<file path="src/rtl/alloc_bitmap32.sv">
// 32-entry tag allocator: lowest-free priority encode, free-by-index, flush to RESET_MASK.
// Optional sticky double-free flag enabled by `define ALLOC_BITMAP32_DBL_FREE_ERR_EN.

module and32 (
    input  logic [31:0] a,
    output logic        y
);
    assign y = &a;
endmodule

module alloc_bitmap32 #(
    parameter int unsigned NUM_ENTRIES = 32,
    parameter logic [31:0] RESET_MASK  = 32'h0000_0000
) (
    input  logic        clk,
    input  logic        rst,
    input  logic        alloc_req,
    output logic        alloc_ready,
    output logic [4:0]  alloc_idx,
    input  logic        free_valid,
    input  logic [4:0]  free_idx,
    input  logic        flush,
    output logic [31:0] busy_vec,
    output logic        full,
    output logic        empty,
    output logic [5:0]  count
`ifdef ALLOC_BITMAP32_DBL_FREE_ERR_EN
    ,
    output logic        err_dbl_free
`endif
);

    if (NUM_ENTRIES != 32) begin : g_bad_cfg
        $error("alloc_bitmap32: NUM_ENTRIES must be 32");
    end

    function automatic logic [5:0] popcount32(input logic [31:0] v);
        logic [5:0] n;
        n = '0;
        for (int unsigned i = 0; i < 32; i++) begin
            n = n + {5'd0, v[i]};
        end
        return n;
    endfunction

    localparam logic [5:0] RESET_COUNT = popcount32(RESET_MASK);

    logic [31:0] busy_q, busy_d;
    logic [5:0]  count_q, count_d;
    logic [4:0]  enc_idx;
    logic        enc_found;
    logic        alloc_fire;
    logic        free_fire;

    always_comb begin
        enc_idx   = '0;
        enc_found = 1'b0;
        for (int unsigned i = 0; i < 32; i++) begin
            if (!enc_found && !busy_q[i]) begin
                enc_idx   = i[4:0];
                enc_found = 1'b1;
            end
        end
    end

    and32 u_and32 (
        .a (busy_q),
        .y (full)
    );

    assign alloc_ready = ~full;
    assign alloc_idx   = enc_idx;
    assign busy_vec    = busy_q;
    assign count       = count_q;
    assign empty       = (busy_q == '0);

    // Index comes from pre-edge state, so a same-cycle freed slot is never re-issued.
    assign alloc_fire = alloc_req & alloc_ready;
    assign free_fire  = free_valid & busy_q[free_idx];

    always_comb begin
        busy_d  = busy_q;
        count_d = count_q;
        if (flush) begin
            busy_d  = RESET_MASK;
            count_d = RESET_COUNT;
        end else begin
            if (alloc_fire) busy_d[enc_idx]  = 1'b1;
            if (free_fire)  busy_d[free_idx] = 1'b0;
            case ({alloc_fire, free_fire})
                2'b10:   count_d = count_q + 6'd1;
                2'b01:   count_d = count_q - 6'd1;
                default: count_d = count_q;
            endcase
        end
    end

    always_ff @(posedge clk) begin
        if (rst) begin
            busy_q  <= RESET_MASK;
            count_q <= RESET_COUNT;
        end else begin
            busy_q  <= busy_d;
            count_q <= count_d;
        end
    end

`ifdef ALLOC_BITMAP32_DBL_FREE_ERR_EN
    logic err_q, err_d;

    // Sticky; only rst clears it, flush leaves it standing.
    always_comb begin
        err_d = err_q | (free_valid & ~busy_q[free_idx]);
    end

    always_ff @(posedge clk) begin
        if (rst) err_q <= 1'b0;
        else     err_q <= err_d;
    end

    assign err_dbl_free = err_q;
`endif

endmodule
</file>
<file path="config.mk">
export PLATFORM = sky130hd
export DESIGN_NAME = alloc_bitmap32
export DESIGN_NICKNAME = d
export VERILOG_FILES = /design/src/rtl/alloc_bitmap32.sv
export SDC_FILE = /design/constraint.sdc
export NUM_CORES = 1
export LEC_CHECK = 0
export CAP_MARGIN = 20
export CORE_MARGIN = 2
export CORE_UTILIZATION = 55
export DETAILED_ROUTE_END_ITERATION = 10
export GPL_TIMING_DRIVEN = 0
export PLACE_DENSITY_LB_ADDON = 0.05
export SKIP_LAST_GASP = 1
export SYNTH_ARGS = -nofsm -noshare
export SYNTH_HDL_FRONTEND = slang
export SYNTH_SLANG_ARGS = --single-unit
</file>
<file path="constraint.sdc">
create_clock -name clk -period 9.75 [get_ports clk]
set_input_delay 1.95 -clock clk [delete_from_list [all_inputs] [get_ports clk]]
set_output_delay 1.95 -clock clk [all_outputs]
set_load 0.01 [all_outputs]
</file>
* Yosys cells after proc, flatten, opt, wreduce, memory -nomap -nowiden
Index checks and enable logic that the tools add are counted.
** Storage, ports and cells
- Bits in registers :: 38
- Input port bits :: 10
** Cells by class
- Muxes and demuxes :: 72
- Magnitude comparators :: 4
- Eq/ne operators :: 2
- Bitwise gates (word level) :: 6
- Add/sub/neg operators :: 2
- Reductions and logical operators :: 98
** Operator list (count)
- 5-bit two-way mux :: 30
- 32-bit two-way mux :: 3
- 1-bit logical NOT :: 61
- 1-bit two-way mux :: 35
- 1-bit logical AND :: 33
- 32-bit AND :: 1
- 32-bit logical NOT :: 1
- 32-bit NOT :: 1
- 32-bit OR :: 1
- 32-bit AND reduction :: 1
- 5-bit by 6-bit < comparator with 1-bit output (second input constant) :: 2
- 6-bit case mux with 2 select lines :: 1
- 1-bit demux with 5-bit select :: 2
- 5-bit by 1-bit >= comparator with 1-bit output (second input constant) :: 2
- 6-bit by 1-bit adder with 6-bit output (second input constant) :: 1
- 6-bit by 1-bit subtractor with 6-bit output (second input constant) :: 1
- 1-bit binary-select mux with 5-bit select :: 1
- 1-bit AND :: 2
- 2-bit by 1-bit equality test with 1-bit output (second input constant) :: 1
- 2-bit equality test (second input constant) :: 1
- 2-bit nonzero test :: 1
- 2-bit OR reduction :: 1
- 1-bit NOT :: 1

* Depth between registers and ports, before layout
- Depth after elaboration :: 102
- Depth in mapped cells :: 18
- Depth with buffers taken out :: 16

* Hierarchy
Synthesis repeated with hierarchy kept, for this count alone.
** Unflattened totals
- Cell total of the unflattened synthesis :: 316
- Area total of the unflattened synthesis :: 2645.0 um2
** By module, submodules not included
- alloc_bitmap32 :: seq. area each 760.7 um2, cells each 305, times used 1, area each 2576.2 um2
- and32 :: seq. area each 0.0 um2, cells each 11, times used 1, area each 68.8 um2

* Least setup slack after synthesis
Ideal clock, no wire load.
- Kind :: input to register
- Start point :: input port free_idx[0]
- End point :: register count_q[5] (netlist: count[5])
- Arrival :: 4842 ps
- Setup time :: 59 ps
- Cell stages on the path :: 14
- Setup slack :: 4849 ps
- Path through :: clkbuf_1 > mux4_2 > nor2b_1 > a211oi_2 > a21boi_1 > ha_1 > ha_1 > a21o_1 > a21oi_1 > o21bai_1 > a21oi_1 > xnor2_1 > or4_1 > nand2_1
** Between the ends
- Longest elaborated chain between the ends :: 5
** Ends and longest elaborated chain
- start, declared :: line 21 : input logic [4:0] free_idx,
- 1-bit binary-select mux with 5-bit select * :: line 79 : assign free_fire = free_valid & busy_q[free_idx];
- 1-bit two-way mux (implied by the code) * :: line 79
- 1-bit AND * :: line 79
- 2-bit by 1-bit equality test with 1-bit output or 2-bit equality test (tied branches) :: line 90 : case ({alloc_fire, free_fire})
- 6-bit case mux with 2 select lines or 2-bit nonzero test (tied branches)
- end signal, assigned :: line 104 : count_q <= count_d;
- end, declared :: line 49 : logic [5:0] count_q, count_d;
Every way passes the cells marked *; elsewhere a longest branch is shown, timed or not. The select of a mux whose other input is x is not followed.
A chain may end at the register's enable or synchronous reset.

* Worst setup path in the final report
- Start point :: input port free_idx[2]
- End point :: register count_q[5] (netlist: count[5])
The elaborated chain is that of the path after synthesis.

==> flow_summary_export.csv <==
group,metric,value,unit
cts,path_clk_slew,0.08,ns
placed_design,globalplace.congestion,0.973,
yosys,synth_edf_count,0,
yosys,synth_area_per_cell,8.25,um2
hold_path,min_to,"count[5]",
timing,timing.hold.ws,0.501,ns
timing,slew_headroom,41.5,%
hold_path,hold_path.class,"reg2reg",
yosys,synth_xor_area_share,1.68,%
yosys,synthFlopType,"dfxtp_1",
global_route,grt_pass1_vias,2531,
yosys,synth-simple-area-share,20.4,%
global_route,track_usage,31.8,%
cells_and_area,final_common_cell,"clkdlybuf4s50_1",
yosys,yosysTopAreaCell,"dfxtp_1",
yosys,yosysTopAreaCellShare,29.2,%
yosys,ys_ff_latch,38,
critical_path,worst_path_most_repeated_cell,"nand2_1",
critical_path,path_buf_inv,2,
run,maxCapViolCount,0,
yosys,synthCells,316,
cts,ctsResizeCount,0,
power_and_ir_drop,switching_share,26.1,%
drt,dr_total_vias,2849,
power_and_ir_drop,p_comb_share,11.3,%
power_and_ir_drop,power_density,93.2,nW/um2
drt,drt_first_pass_iters,5,
cells_and_area,fillers,402,
power_and_ir_drop,p_seq_share,51.2,%
drt,ant_nets,0,
drt,drc_errors,0,
cts,clkLatencyLatePin,0.29,ns
timing,period_share,53.4,%
yosys,synthMuxAreaShare,6.33,%
critical_path,crit_path_end_kind,"flip-flop",
cts,htreeDepth,2,
timing,setup_tns,0,ns
global_route,antenna_found_initial,0,
timing,rsz0062_at_grt,"no",
yosys,async_flop_share,0,%
drt,dr.first_iter.drc_count,476,
global_route,grt_overflow_total,0,
cells_and_area,final_cell_mix,"clkdlybuf4s50_1, dfxtp_1, inv_1",
yosys,synthAdderAreaFrac,3.17,%
floorplan,die_h,72.9,um
power_and_ir_drop,p_leak,1.06,nW
drt,finalWirelength,8330,um
timing,setup_viol_count_final,0,
floorplan,core,4660,um2
cts,post-cts-setup-buffers,0,
power_and_ir_drop,power.switching,80.2,uW
yosys,synth.net_count,332,
critical_path,start_kind,"input port",
cts,clockRootBuffer,"clkbuf_8",
drt,route.detailed.wl_per_inst,19.3,um
cells_and_area,layout-drive-gt1-share,10.6,%
yosys,synth-seq-area-share,29.2,%
global_route,grt_pass1_wl,12800,um
power_and_ir_drop,clockPowerShare,37.5,%
critical_path,r2r_cells,14,
timing,tightest_slew,0.870,ns
yosys,synth_compound_area_share,31.2,%
cts,clock_tree.buffer_depth,2,
drt,vias_per_cell,6.61,
timing,fin_worst_skew,0.00794,ns
placed_design,hpwl,6050,um
cts,postCtsHoldBufs,0,
placed_design,dp.cells,423,
critical_path,crit_path_max_fanout,8,
hold_path,hold_depth,2,
cells_and_area,fin_nets,392,
placed_design,io_buffers,53,
critical_path,r2r_slack,6.03,ns
cts,cts_buffers,5,
critical_path,slowest_delay,0.58,ns
critical_path,r2r_end,"count[5]",
cells_and_area,fin_util,70.7,%
critical_path,cp.required,9.99,ns
yosys,synth.area.top_cells,"dfxtp_1, o221ai_1, inv_1",
yosys,synth_top_family_by_area,"compound AO/OA/AOI/OAI gates",
timing,max_freq,192,MHz
power_and_ir_drop,p_int,227,uW
yosys,synth_cell_types,61,
yosys,synth_area,2610,um2
status,status,"finished, final reports clean",
cells_and_area,final_cells,431,
critical_path,path_cells,"clkdlybuf4s50_1 > or3b_1 > clkbuf_1 > o22ai_1 > nor2_1 > nand2_1 > nand2_1 > a21boi_1 > ha_1 > ha_1 > a21o_1 > a21oi_1 > o21bai_1 > a21oi_1 > xnor2_1 > or4_1 > nand2_1",
critical_path,arrival,5.44,ns
floorplan,io_pins,56,
global_route,grt_max_degree,12,
cells_and_area,area_delta_synth_final,26.4,%
floorplan,die_w,72.9,um
timing,slew_viol_final,0,
timing,fin_crit,5.20,ns
critical_path,path_delay_family,"simple AND/OR/NAND/NOR gates",
critical_path,crit-reg2reg-launch,"busy_vec[16]",
floorplan,initial_utilization,55.9,%
timing,hold_viol_final,0,
critical_path,slowest_stage,"clkdlybuf4s50_1",
floorplan,die-area,5310,um2
yosys,yosys_warnings,0,
critical_path,crit_type,"in2reg",
cells_and_area,diodes,0,
cts,tritoncts,"built",
power_and_ir_drop,ir_drop,0.0000673,V
hold_path,worstHoldStart,"count[5]",
floorplan,rows,25,
cts,clock-sinks,38,
==> state kept, by name, indices dropped and copies added (netlist names) <==
name and count:
count 6, busy_vec 32
==> per-layer routing <==
metal	vias up	share of wire (%)	track usage [%]
li1	1325	-	-
met1	1330	42	42.8
met2	169	44	47.9
met3	25	9.8	7.32
met4	0	4.1	15.0
met5	-	0	0
==> layout make-up <==
| class | count | area (um2) | share of cell area, % |
|---|---|---|---|
| inverters | 37 | 139 | 4.21 |
| plain buffers | 15 | 71.3 | 2.16 |
| clock buffers | 7 | 86.3 | 2.62 |
| multi-input cells | 226 | 1640 | 49.6 |
| well taps | 54 | 67.6 | 2.05 |
| repair buffers | 53 | 531 | 16.1 |
| clock inverters | 1 | 5.00 | 0.152 |
| flip-flops and latches | 38 | 761 | 23.1 |
==> power by group through the flow <==
stage                     clock, mW  combinational [mW]  sequential [mW]
final                         0.115              0.0347            0.157
after global routing          0.119              0.0378            0.157
after CTS                     0.116              0.0342            0.157
after detailed placement          0              0.0341            0.161
after global placement            0              0.0336            0.161
after floorplan                   0              0.0203            0.161
==> through the flow <==
stage                     power [mW]  setup WS (ns)  instance area [um2]
final                          0.307           4.55                 3300
after global routing           0.314           4.25                 3300
after CTS                      0.308           4.57                 3300
after detailed placement       0.195           4.27                 3210
after global placement         0.195           4.31                 3210
after floorplan                0.182           4.85                 2610
==> worst reg2reg max path: stages, from the launching register on <==
cell and delay (ns):
dfxtp_1 0.47, and4_1 0.30, or4b_4 0.49, nor4_2 0.31
nand2_1 0.21, nand2_1 0.14, ha_1 0.28, ha_1 0.27
a21o_1 0.17, a21oi_1 0.21, o21bai_1 0.09, a21oi_1 0.17
xnor2_1 0.09, or4_1 0.40, nand2_1 0.08
==> how the worst max path moves through the flow <==
stage                     start        to  slack (ns)  depth (start not counted)
global placement    free_idx[2]  count[5]        4.31                         17
detailed placement  free_idx[2]  count[5]        4.27                         17
floorplan           free_idx[0]  count[5]        4.85                         14
global route        free_idx[2]  count[5]        4.25                         17
CTS                 free_idx[2]  count[5]        4.57                         17
finish              free_idx[2]  count[5]        4.55                         17
==> cells in the mapped netlist (2+ instances only) <==
cell type  instances
clkbuf_1          10
or2_2              2
a31oi_1            2
o21ai_0            9
mux4_2             2
nand2b_1           2
a21oi_1           25
o221a_1            2
a21o_1             4
nand3_1            3
nand3b_1           3
dfxtp_1           38
o22ai_1            5
nor2b_1            2
a211oi_1           2
nand2_1           16
nor2_1            21
nand4_1           10
ha_1               5
buf_2              3
mux2i_1           12
nor3_1             4
o21ai_1            2
or3b_1             2
xnor2_1            2
inv_1             37
nor4_1            10
o221ai_1          29
xor2_1             3
a2111o_1           2
o211ai_1           2
or2_1              2
a21oi_2           14
and4_1             2
==> kinds of logic (layout without fill, tap and decap cells) <==
logic type,after synthesis,in the layout
fa+ha+maj,6,6
compound gates,109,109
flops,38,38
buf+inv,52,113
simple gates,92,92
mux,14,14
xor+xnor,5,5
Power figures use the tool's default switching activity.
